==> src/rtl/sar_search4.sv <==
// Successive-approximation search controller: finds a target, MSB first, using an external comparator.
// Latency: done pulses WIDTH+1 cycles after the accepted start edge (sooner on error or early exit).
// No backpressure: start is taken only in IDLE and ignored while a search is running.
// Optional feature macro: SAR_SEARCH_EARLY_EXIT_EN (finish as soon as the comparator reports equality).
module sar_search4 #(
    parameter int WIDTH = 4
) (
    input  logic             clk,
    input  logic             rst,
    input  logic             start,
    input  logic             cmp_gt,
    input  logic             cmp_lt,
    input  logic             cmp_eq,
    output logic [WIDTH-1:0] probe,
    output logic [WIDTH-1:0] result,
    output logic             busy,
    output logic             done,
    output logic             err,
    output logic [2:0]       steps
);

    localparam int IW = (WIDTH > 1) ? $clog2(WIDTH) : 1;
    localparam logic [WIDTH-1:0] ONE = WIDTH'(1);

    typedef enum logic [1:0] {
        IDLE = 2'd0,
        TRY  = 2'd1,
        DONE = 2'd2
    } state_t;

    state_t           state;
    state_t           state_nxt;
    logic [IW-1:0]    bit_idx;
    logic [IW-1:0]    bit_nxt;
    logic [WIDTH-1:0] probe_nxt;
    logic [WIDTH-1:0] result_nxt;
    logic [WIDTH-1:0] res_upd;
    logic             err_nxt;
    logic [2:0]       steps_nxt;
    logic             flags_ok;
    logic             keep_bit;

    assign flags_ok = $onehot({cmp_gt, cmp_lt, cmp_eq});
    assign keep_bit = cmp_gt | cmp_eq;

    // Status outputs are pure decodes of the state register.
    assign busy = (state == TRY);
    assign done = (state == DONE);

    // Next-state and datapath: everything holds unless a state explicitly updates it.
    always_comb begin
        state_nxt  = state;
        bit_nxt    = bit_idx;
        probe_nxt  = probe;
        result_nxt = result;
        err_nxt    = err;
        steps_nxt  = steps;
        res_upd    = result;
        case (state)
            IDLE: begin
                if (start) begin
                    state_nxt  = TRY;
                    probe_nxt  = ONE << (WIDTH - 1);
                    result_nxt = '0;
                    err_nxt    = 1'b0;
                    steps_nxt  = 3'd0;
                    bit_nxt    = IW'(WIDTH - 1);
                end
            end
            TRY: begin
                steps_nxt = steps + 3'd1;
                if (!flags_ok) begin
                    // Broken comparator: freeze the partial result and report.
                    err_nxt   = 1'b1;
                    state_nxt = DONE;
                end
`ifdef SAR_SEARCH_EARLY_EXIT_EN
                else if (cmp_eq) begin
                    result_nxt = probe;
                    state_nxt  = DONE;
                end
`endif
                else begin
                    // probe is result with the trial bit set, so keeping the bit means taking probe.
                    res_upd    = keep_bit ? probe : result;
                    result_nxt = res_upd;
                    if (bit_idx == '0) begin
                        state_nxt = DONE;
                    end else begin
                        probe_nxt = res_upd | (ONE << (bit_idx - 1'b1));
                        bit_nxt   = bit_idx - 1'b1;
                    end
                end
            end
            DONE: begin
                state_nxt = IDLE;
            end
            default: begin
                state_nxt = IDLE;
            end
        endcase
    end

    // State and datapath registers with synchronous reset that aborts any search.
    always_ff @(posedge clk) begin
        if (rst) begin
            state   <= IDLE;
            bit_idx <= '0;
            probe   <= '0;
            result  <= '0;
            err     <= 1'b0;
            steps   <= 3'd0;
        end else begin
            state   <= state_nxt;
            bit_idx <= bit_nxt;
            probe   <= probe_nxt;
            result  <= result_nxt;
            err     <= err_nxt;
            steps   <= steps_nxt;
        end
    end

endmodule

==> config.mk <==
export PLATFORM = sky130hd
export DESIGN_NAME = sar_search4
export DESIGN_NICKNAME = d
export VERILOG_FILES = /design/src/rtl/sar_search4.sv
export SDC_FILE = /design/constraint.sdc
export NUM_CORES = 1
export LEC_CHECK = 0
export CORE_MARGIN = 5
export CORE_UTILIZATION = 30
export CTS_CLUSTER_DIAMETER = 100
export DETAILED_ROUTE_END_ITERATION = 7
export GPL_TIMING_DRIVEN = 0
export MAX_ROUTING_LAYER = met4
export SETUP_SLACK_MARGIN = 0.02
export SYNTH_ARGS = -nofsm -noshare
export SYNTH_HDL_FRONTEND = slang
export SYNTH_SLANG_ARGS = --single-unit
==> constraint.sdc <==
create_clock -name clk -period 1.9 [get_ports clk]
set_input_delay 0.285 -clock clk [delete_from_list [all_inputs] [get_ports clk]]
set_output_delay 0.285 -clock clk [all_outputs]
set_load 0.005 [all_outputs]
Word level (Yosys, flattened, before mapping)
Cells that the tools add are included.

Shifts and indexed selects: 1. Bitwise operators: 2. Equal/unequal tests: 8. Reduce and logical (&&, ||, !) cells: 8. Add/subtract/negate cells: 4. Multiplexer cells: 21.

Operator list (count): 4-bit 2-to-1 mux (6); 4-bit one-hot mux with 2 select lines (2); 2-bit 2-to-1 mux (6); 2-bit one-hot mux with 2 select lines (2); 2-bit inequality test (second input constant) (3); 3-bit one-hot mux with 2 select lines (1); 3-bit AND reduction (2); 2-bit by 1-bit equality test with 1-bit output (second input constant) (2); 2-bit logical NOT (2); 4-bit OR (1); 2-bit AND reduction (2); 4-bit AND reduction (1); 1-bit by 2-bit << shifter with 4-bit output (first input constant) (1); 3-bit by 1-bit adder with 3-bit output (second input constant) (1); 3-bit 2-to-1 mux (1); 3-bit by 2-bit inequality test with 1-bit output (second input constant) (1); 1-bit by 1-bit adder with 2-bit output (1); 2-bit by 1-bit adder with 2-bit output (1); 2-bit equality test (second input constant) (1); 1-bit 2-to-1 mux (2); 2-bit by 1-bit inequality test with 1-bit output (second input constant) (1); 1-bit one-hot mux with 2 select lines (1); 2-bit nonzero test (1); 2-bit by 1-bit subtractor with 2-bit output (second input constant) (1); 1-bit OR (1).

Input port bits: 6. Logic and storage cells: 50. Flip-flop bits (word level): 16. Output and inout bits: 14.

Longest topological paths before layout
Gate-level depths: netlist of the first run.

Word-level depth: 6. Mapped depth: 6. Depth with buffers taken out: 5.

Least setup slack after synthesis of the first run
No wires, ideal clock.

Path type: input to register. Start point: in cmp_gt. End point: reg result[1]. Library setup time: 71 ps. Data required time: 1829 ps. Stages on the path: 4. Path buffers: 0. Slack: 150 ps. Arrival time: 1679 ps. Cell sequence: fa_1 > or2b_1 > or4b_1 > a21oi_1.

Cells in the longest elaborated chain, start to end: 4. Elaborated cells on any way between the ends: 8. Classes of those cells: 1 x add/sub; 2 x eq/ne; 3 x mux; 1 x bitwise; 1 x reduce/logical.

RTL lines: start, declared (line 11) `input logic cmp_gt,`; 2-bit by 1-bit adder with 2-bit output (not written as such) or 1-bit OR (tied branches) (line 43, 44); 2-bit by 1-bit equality test with 1-bit output or 4-bit 2-to-1 mux (tied branches) (line 43, 85); 2-bit by 1-bit inequality test with 1-bit output (no line) or 4-bit 2-to-1 mux (tied branches); 3-bit AND reduction (no line) or 4-bit one-hot mux with 2 select lines (tied branches); end signal, assigned (line 117) `result <= result_nxt;`; end, declared (line 15) `output logic [WIDTH-1:0] result,`.

Parallel ways exist; a longest one is shown, timed or not. The select of a mux whose other input is x is not followed. A chain may end at the register's enable or synchronous reset.

Final worst setup path of the first run
Start point: in cmp_lt. End point: reg result[1].

Cells in the longest elaborated chain, start to end: 5.

RTL lines: start, declared (line 12) `input logic cmp_lt,`; 1-bit by 1-bit adder with 2-bit output (not written as such) (line 43) `assign flags_ok = $onehot({cmp_gt, cmp_lt, cmp_eq});`; 2-bit by 1-bit adder with 2-bit output (not written as such) (line 43); 2-bit by 1-bit equality test with 1-bit output (line 43); 2-bit by 1-bit inequality test with 1-bit output (no line); 3-bit AND reduction (no line).

No other way between the ends.

==> results of run 1 <==
synthesized netlist by cell type, types with 2 or more instances:
master    count
dfxtp_1      16
or3b_2        2
nand2_1       2
clkbuf_1      3
a311oi_1      2
nor3_1        2
inv_1        12
nor2_1        4
ha_1          7
mux2i_1       4
o32ai_1       3
a22oi_1       3
a21oi_1       5
sequential cells by signal, summed over array words and instances (netlist names):
| signal | flops |
|---|---|
| state | 2 |
| result | 4 |
| bit_idx | 2 |
| probe | 4 |
| steps | 3 |
| err | 1 |
per-stage QoR:
step / cell area [um^2] / setup TNS, ns / hold slack, ns / worst slack (ns) / std cells
2_1_floorplan: 855 / 0 / 0.450 / 0.150 / 90
3_3_place_gp: 1070 / -3.40 / 0.457 / -0.407 / 139
3_5_place_dp: 1070 / -3.78 / 0.456 / -0.450 / 139
4_1_cts: 1110 / 0 / 0.438 / 0.0504 / 144
5_1_grt: 1120 / 0 / 0.465 / 0.0464 / 144
6_report: 1120 / 0 / 0.430 / 0.118 / 144
power breakdown:
group / internal [W] / switching (W) / leakage, nW
clock network: 0.0000735 / 0.000101 / 0.0138
logic: 0.0000723 / 0.0000759 / 0.282
registers: 0.000350 / 0.0000163 / 0.131
cells by family after synthesis:
kind of cell / after synthesis / share of synthesized area
buf+inv: 16 / 0.0703
fa+ha+maj: 8 / 0.126
flops: 16 / 0.375
simple gates: 22 / 0.171
mux: 5 / 0.0600
compound gates: 23 / 0.198
layer usage:
layer,up-vias,GRT usage,wire (um)
met5,-,-,0
met4,0,0.0234,19
met3,2,0.0391,119
met2,19,0.173,921
met1,347,0.129,895
li1,370,-,-
path summary, 6_finish.rpt:
check / startpoint / cells past startpoint / to
setup / recovery: cmp_lt / 5 / result[1]$_SDFFE_PP0P_
hold / removal: rst / 2 / bit_idx[1]$_SDFFE_PP0P_
setup reg to reg: bit_idx[0]$_SDFFE_PP0P_ / 5 / probe[2]$_SDFFE_PP0P_
hold reg to reg: probe[3]$_SDFFE_PP0P_ / 2 / probe[3]$_SDFFE_PP0P_
critical path, stage by stage:
cell and delay, ns:
dlygate4sd2_1 0.25, fa_1 0.58, or2b_1 0.29, or4b_1 0.47
a21oi_1 0.12
final cells by class:
class	instances	area, um^2
fill	278	1620
multi-input combinational	58	482
sequential	16	322
timing repair buffer	20	191
inverter	13	51.3
tap	31	38.8
clock buffer	3	22.5
buffer	3	11.3
repair_timing:
| action | CTS | global route |
|---|---|---|
| hold endpoints to repair | 0 | 0 |
| buffers inserted | 2 | 0 |
| hold buffers | 0 | 0 |
| endpoints found under the setup margin | 8 | 1 |
| resized for setup | 6 | 1 |
| gates cloned | 0 | 0 |
| pin swaps | 1 | 0 |
==> results by group, run 1 <==
STA
  – Max Fclk: 561 MHz
  – Slew margin rel.: 0.718
  – Final setup vio count: 0
  – Final period util: 0.938
  – Clock skew: 0.00449 ns
  – Final slew viol count: 0
  – RSZ-0062 raised after global routing: no
  – Final Hold Viols: 0
  – Actual slew at the worst max-slew pin: 0.423 ns
  – Tmin final: 1.78 ns

Outcome
  – Status: finished, final reports clean

Global routing
  – Initial antenna violation count: 0
  – Number of global-route vias before repair: 790
  – First-pass GRT wire length: 3.51 mm
  – Overflow after GRT: 0
  – Largest net degree at the start of global routing: 11
  – Tot GR Track Use: 0.108

Clock tree
  – CTS Root Cell: clkbuf_4
  – Num Clock Sinks: 16
  – CTS tree: built
  – Longest Clk Path Bufs: 2
  – Clock Latency Late Sink: 0.28 ns
  – CTS buffer count: 3
  – H-Tree Depth: 1
  – Clock slew at reported path FFs: 0.09 ns

Route
  – Post-route ant nets: 0
  – DRT iter0 DRCs: 20
  – Total wire length: 1.96 mm
  – DRC: 0
  – Average wire per standard cell: 13.6 um
  – Vias post-DR: 738
  – 1st-pass router iterations: 4
  – DR vias/cell: 5.13

Critical path
  – CP Capture Type: flip-flop
  – CP Class: input pin to flip-flop
  – Worst R2R Setup Slack: 0.21 ns
  – Worst Path Required: 2.12 ns
  – Critical path startpoint category: input pin
  – Data arrival, critical path: 2.00 ns
  – CP Max Fanout: 4

Power
  – Total power: 0.000689 W
  – Leak pwr: 0.427 nW
  – Max VDD drop: 498 uV
  – Pwr/cell area: 616 nW/um^2

Synth
  – Post-synth top flop: dfxtp_1
  – Avg Cell Area, Syn: 9.50 um^2
  – Synth area leaders: dfxtp_1 (37%), ha_1 (10%), inv_1 (5.3%)
  – Yosys reg bits: 16
  – Async SR Flop Fraction: 0
  – Cell count after synthesis: 90
  – Post-synth top area cell: dfxtp_1
  – Synth Warn #: 0
  – Syn_nets: 104
  – Synthesized area: 855 um^2
  – Top-area cell type share of the netlist area: 0.375
  – Cell variety after synth: 38
  – Seq/Total Area, Yosys: 0.375
  – Number of synthesized flops with an enable pin: 0

Finish
  – Synth-to-Final Area Change: 30.9%
  – Layout cell share with drive strength beyond 1: 0.115
  – Post-Route Utilization: 0.409
  – Commonest non-fill, non-tap cells in the layout: dfxtp_1 (15), clkdlybuf4s50_1 (15), inv_1 (12)
  – Antenna diodes: 0
  – Layout net count: 129

Flow run
  – # Max-Cap Violations: 0

Placement
  – Gpl congestion: 0.777
  – IO buf count: 18
  – Hpwl dp: 1.51 mm

Die
  – Die Y: 63.4 um
  – Die X: 63.4 um
  – Die area: 4020 um^2
  – Starting density of the core: 0.313
  – Standard-cell rows: 19
  – Ports: 20
  – Core area: 2730 um^2

Hold path
  – HP Class: input pin to flip-flop
(Power assumes the default switching activity.)
==> run 2, diff against run 1 <==
==> constraint.sdc (replaced) <==
create_clock -name clk -period 1.9 [get_ports clk]
set_input_delay 0.19 -clock clk [delete_from_list [all_inputs] [get_ports clk]]
set_output_delay 0.19 -clock clk [all_outputs]
set_load 0.005 [all_outputs]
==> run 2 against run 1 <==
Register-to-register slack about the same. Utilization up 0.82 points. Sequential power is essentially flat. Count of clock-buffer cells in the layout is the same. Hold slack lost 0.077 ns. Final cell count grew 0.69%. Clock power hardly changed. Sequential cell count unchanged. Combinational power is 8% higher. Wire length increased by 1.5%. Critical path type unchanged. Critical endpoint unchanged.
==> results by group, run 2 (synthesized netlist as in run 1, its figures left out) <==
Outcome
  – Status: finished, final reports clean

Critical path
  – CP Depth: 5
  – Slowest stage cell, crit path: fa_1
  – CP Max Fanout: 4
  – Critical path endpoint: result[1]$_SDFFE_PP0P_
  – RR Startpoint: bit_idx[0]$_SDFFE_PP0P_
  – Data arrival, critical path: 2.04 ns
  – Worst Path Required: 2.11 ns
  – Reg2reg path depth: 5
  – CP Class: input pin to flip-flop
  – CP bufs+invs: 1
  – Worst R2R Setup Slack: 0.20 ns
  – CP Capture Type: flip-flop
  – Critical Path Max Stage Delay: 0.54 ns
  – CP top delay family: simple AND/OR/NAND/NOR gates
  – Critical path startpoint category: input pin
  – CP cell instances: clkdlybuf4s50_1, fa_1, or2b_1, or4b_1, a21oi_1
  – Worst r2r dst: probe[2]$_SDFFE_PP0P_
  – Critical path startpoint: cmp_lt

Finish
  – Register area: 322 um^2
  – Biggest regs: probe (4), result (4), steps (3)
  – Layout net count: 130
  – Most common cell after layout, fill and taps aside: clkdlybuf4s50_1
  – Layout cell share with drive strength beyond 1: 0.132
  – Design Area, Final: 1140 um^2
  – Synth-to-Final Area Change: 33.5%
  – Commonest non-fill, non-tap cells in the layout: clkdlybuf4s50_1 (16), dfxtp_1 (15), inv_1 (12)
  – Fill cells: 277
  – Multi-input gate area: 488 um^2
  – Antenna diodes: 0

Placement
  – IO buf count: 18
  – Hpwl dp: 1.51 mm
  – Area of placed instances: 1070 um^2
  – Gpl congestion: 0.777
  – Post-place setup slack: -0.355 ns

Power
  – Max VDD drop: 492 uV
  – Leak pwr: 0.449 nW
  – Pwr/cell area: 612 nW/um^2
  – Total power: 0.000698 W

Clock tree
  – Longest Clk Path Bufs: 2
  – H-Tree Depth: 1
  – Clock Latency Late Sink: 0.28 ns
  – Hold buffers post-CTS: 0
  – CTS tree: built
  – Clock slew at reported path FFs: 0.09 ns
  – CTS Root Cell: clkbuf_4
  – CTS buffer count: 3
  – Num Clock Sinks: 16

STA
  – Setup ws final: 0.0783 ns
  – Actual slew at the worst max-slew pin: 0.430 ns
  – Final slew viol count: 0
  – RSZ-0062 raised after global routing: no
  – Final period util: 0.959
  – Final Hold Viols: 0
  – Slew margin rel.: 0.713
  – Max Fclk: 549 MHz
  – Tmin final: 1.82 ns
  – Clock skew: 0.00338 ns
  – Final setup vio count: 0

Die
  – Standard-cell rows: 19
  – Starting density of the core: 0.313
  – Die Y: 63.4 um
  – Die area: 4020 um^2
  – Die X: 63.4 um
  – Core area: 2730 um^2
  – Ports: 20

Global routing
  – Number of global-route vias before repair: 780
  – Largest net degree at the start of global routing: 11
  – Tot GR Track Use: 0.107
  – Overflow after GRT: 0
  – First-pass GRT wire length: 3.48 mm
  – Initial antenna violation count: 0

Route
  – DRT iter0 DRCs: 24
  – Vias post-DR: 745
  – DR vias/cell: 5.14
  – Post-route ant nets: 0
  – Average wire per standard cell: 13.7 um
  – 1st-pass router iterations: 4
  – Total wire length: 1.98 mm
  – DRC: 0

Flow run
  – # Max-Cap Violations: 0

Hold path
  – HP Class: input pin to flip-flop
-- run 2: area by class of cell --
| cell class | count | area share |
|---|---|---|
| well taps | 31 | 0.0340 |
| plain buffers | 3 | 0.00987 |
| multi-input cells | 58 | 0.428 |
| flip-flops and latches | 16 | 0.282 |
| clock buffers | 3 | 0.0197 |
| inverters | 13 | 0.0450 |
| repair buffers | 21 | 0.182 |
-- run 2: how the worst min path moves through the flow --
stage	end	slack [ns]	cells after the start	start
3_3_place_gp	probe[3]$_SDFFE_PP0P_	0.46	2	probe[3]$_SDFFE_PP0P_
5_1_grt	bit_idx[1]$_SDFFE_PP0P_	0.38	2	rst
3_5_place_dp	probe[3]$_SDFFE_PP0P_	0.46	2	probe[3]$_SDFFE_PP0P_
4_1_cts	bit_idx[1]$_SDFFE_PP0P_	0.34	2	rst
6_report	bit_idx[1]$_SDFFE_PP0P_	0.35	2	rst
2_1_floorplan	steps[2]$_SDFFE_PP0P_	0.44	3	start
-- run 2: repair_timing --
action | CTS | global route
gates resized for setup | 1 | 6
setup buffers | 1 | 2
pin swaps | 1 | 1
setup endpoints to repair | 4 | 8
-- run 2: power by group --
part	internal, W	leakage (nW)	switching, W
registers	0.000350	0.131	0.0000160
clock network	0.0000735	0.0138	0.0000987
logic	0.0000800	0.304	0.0000796
-- run 2: metal layers --
| layer | up-vias | global-route usage | share of wire |
|---|---|---|---|
| met3 | 2 | 0.0391 | 0.053 |
| met5 | - | - | 0 |
| met1 | 353 | 0.130 | 0.45 |
| li1 | 372 | - | - |
| met2 | 18 | 0.169 | 0.48 |
| met4 | 0 | 0.0234 | 0.0096 |
-- run 2: worst reg2reg max path, cell delays in order, from the launching register on --
cell	delay, ns
dfxtp_1	0.39
inv_1	0.11
ha_1	0.27
or3b_2	0.51
nor2_2	0.18
a311oi_1	0.12
-- run 2: through the flow --
stage / util / TNS (ns) / hold slack (ns) / instances
detailed placement: 0.393 / -2.65 / 0.456 / 139
finish: 0.417 / 0 / 0.353 / 145
global route: 0.417 / 0 / 0.376 / 145
CTS: 0.405 / 0 / 0.343 / 143
floorplan: - / 0 / 0.443 / 90
global placement: 0.393 / -2.32 / 0.457 / 139
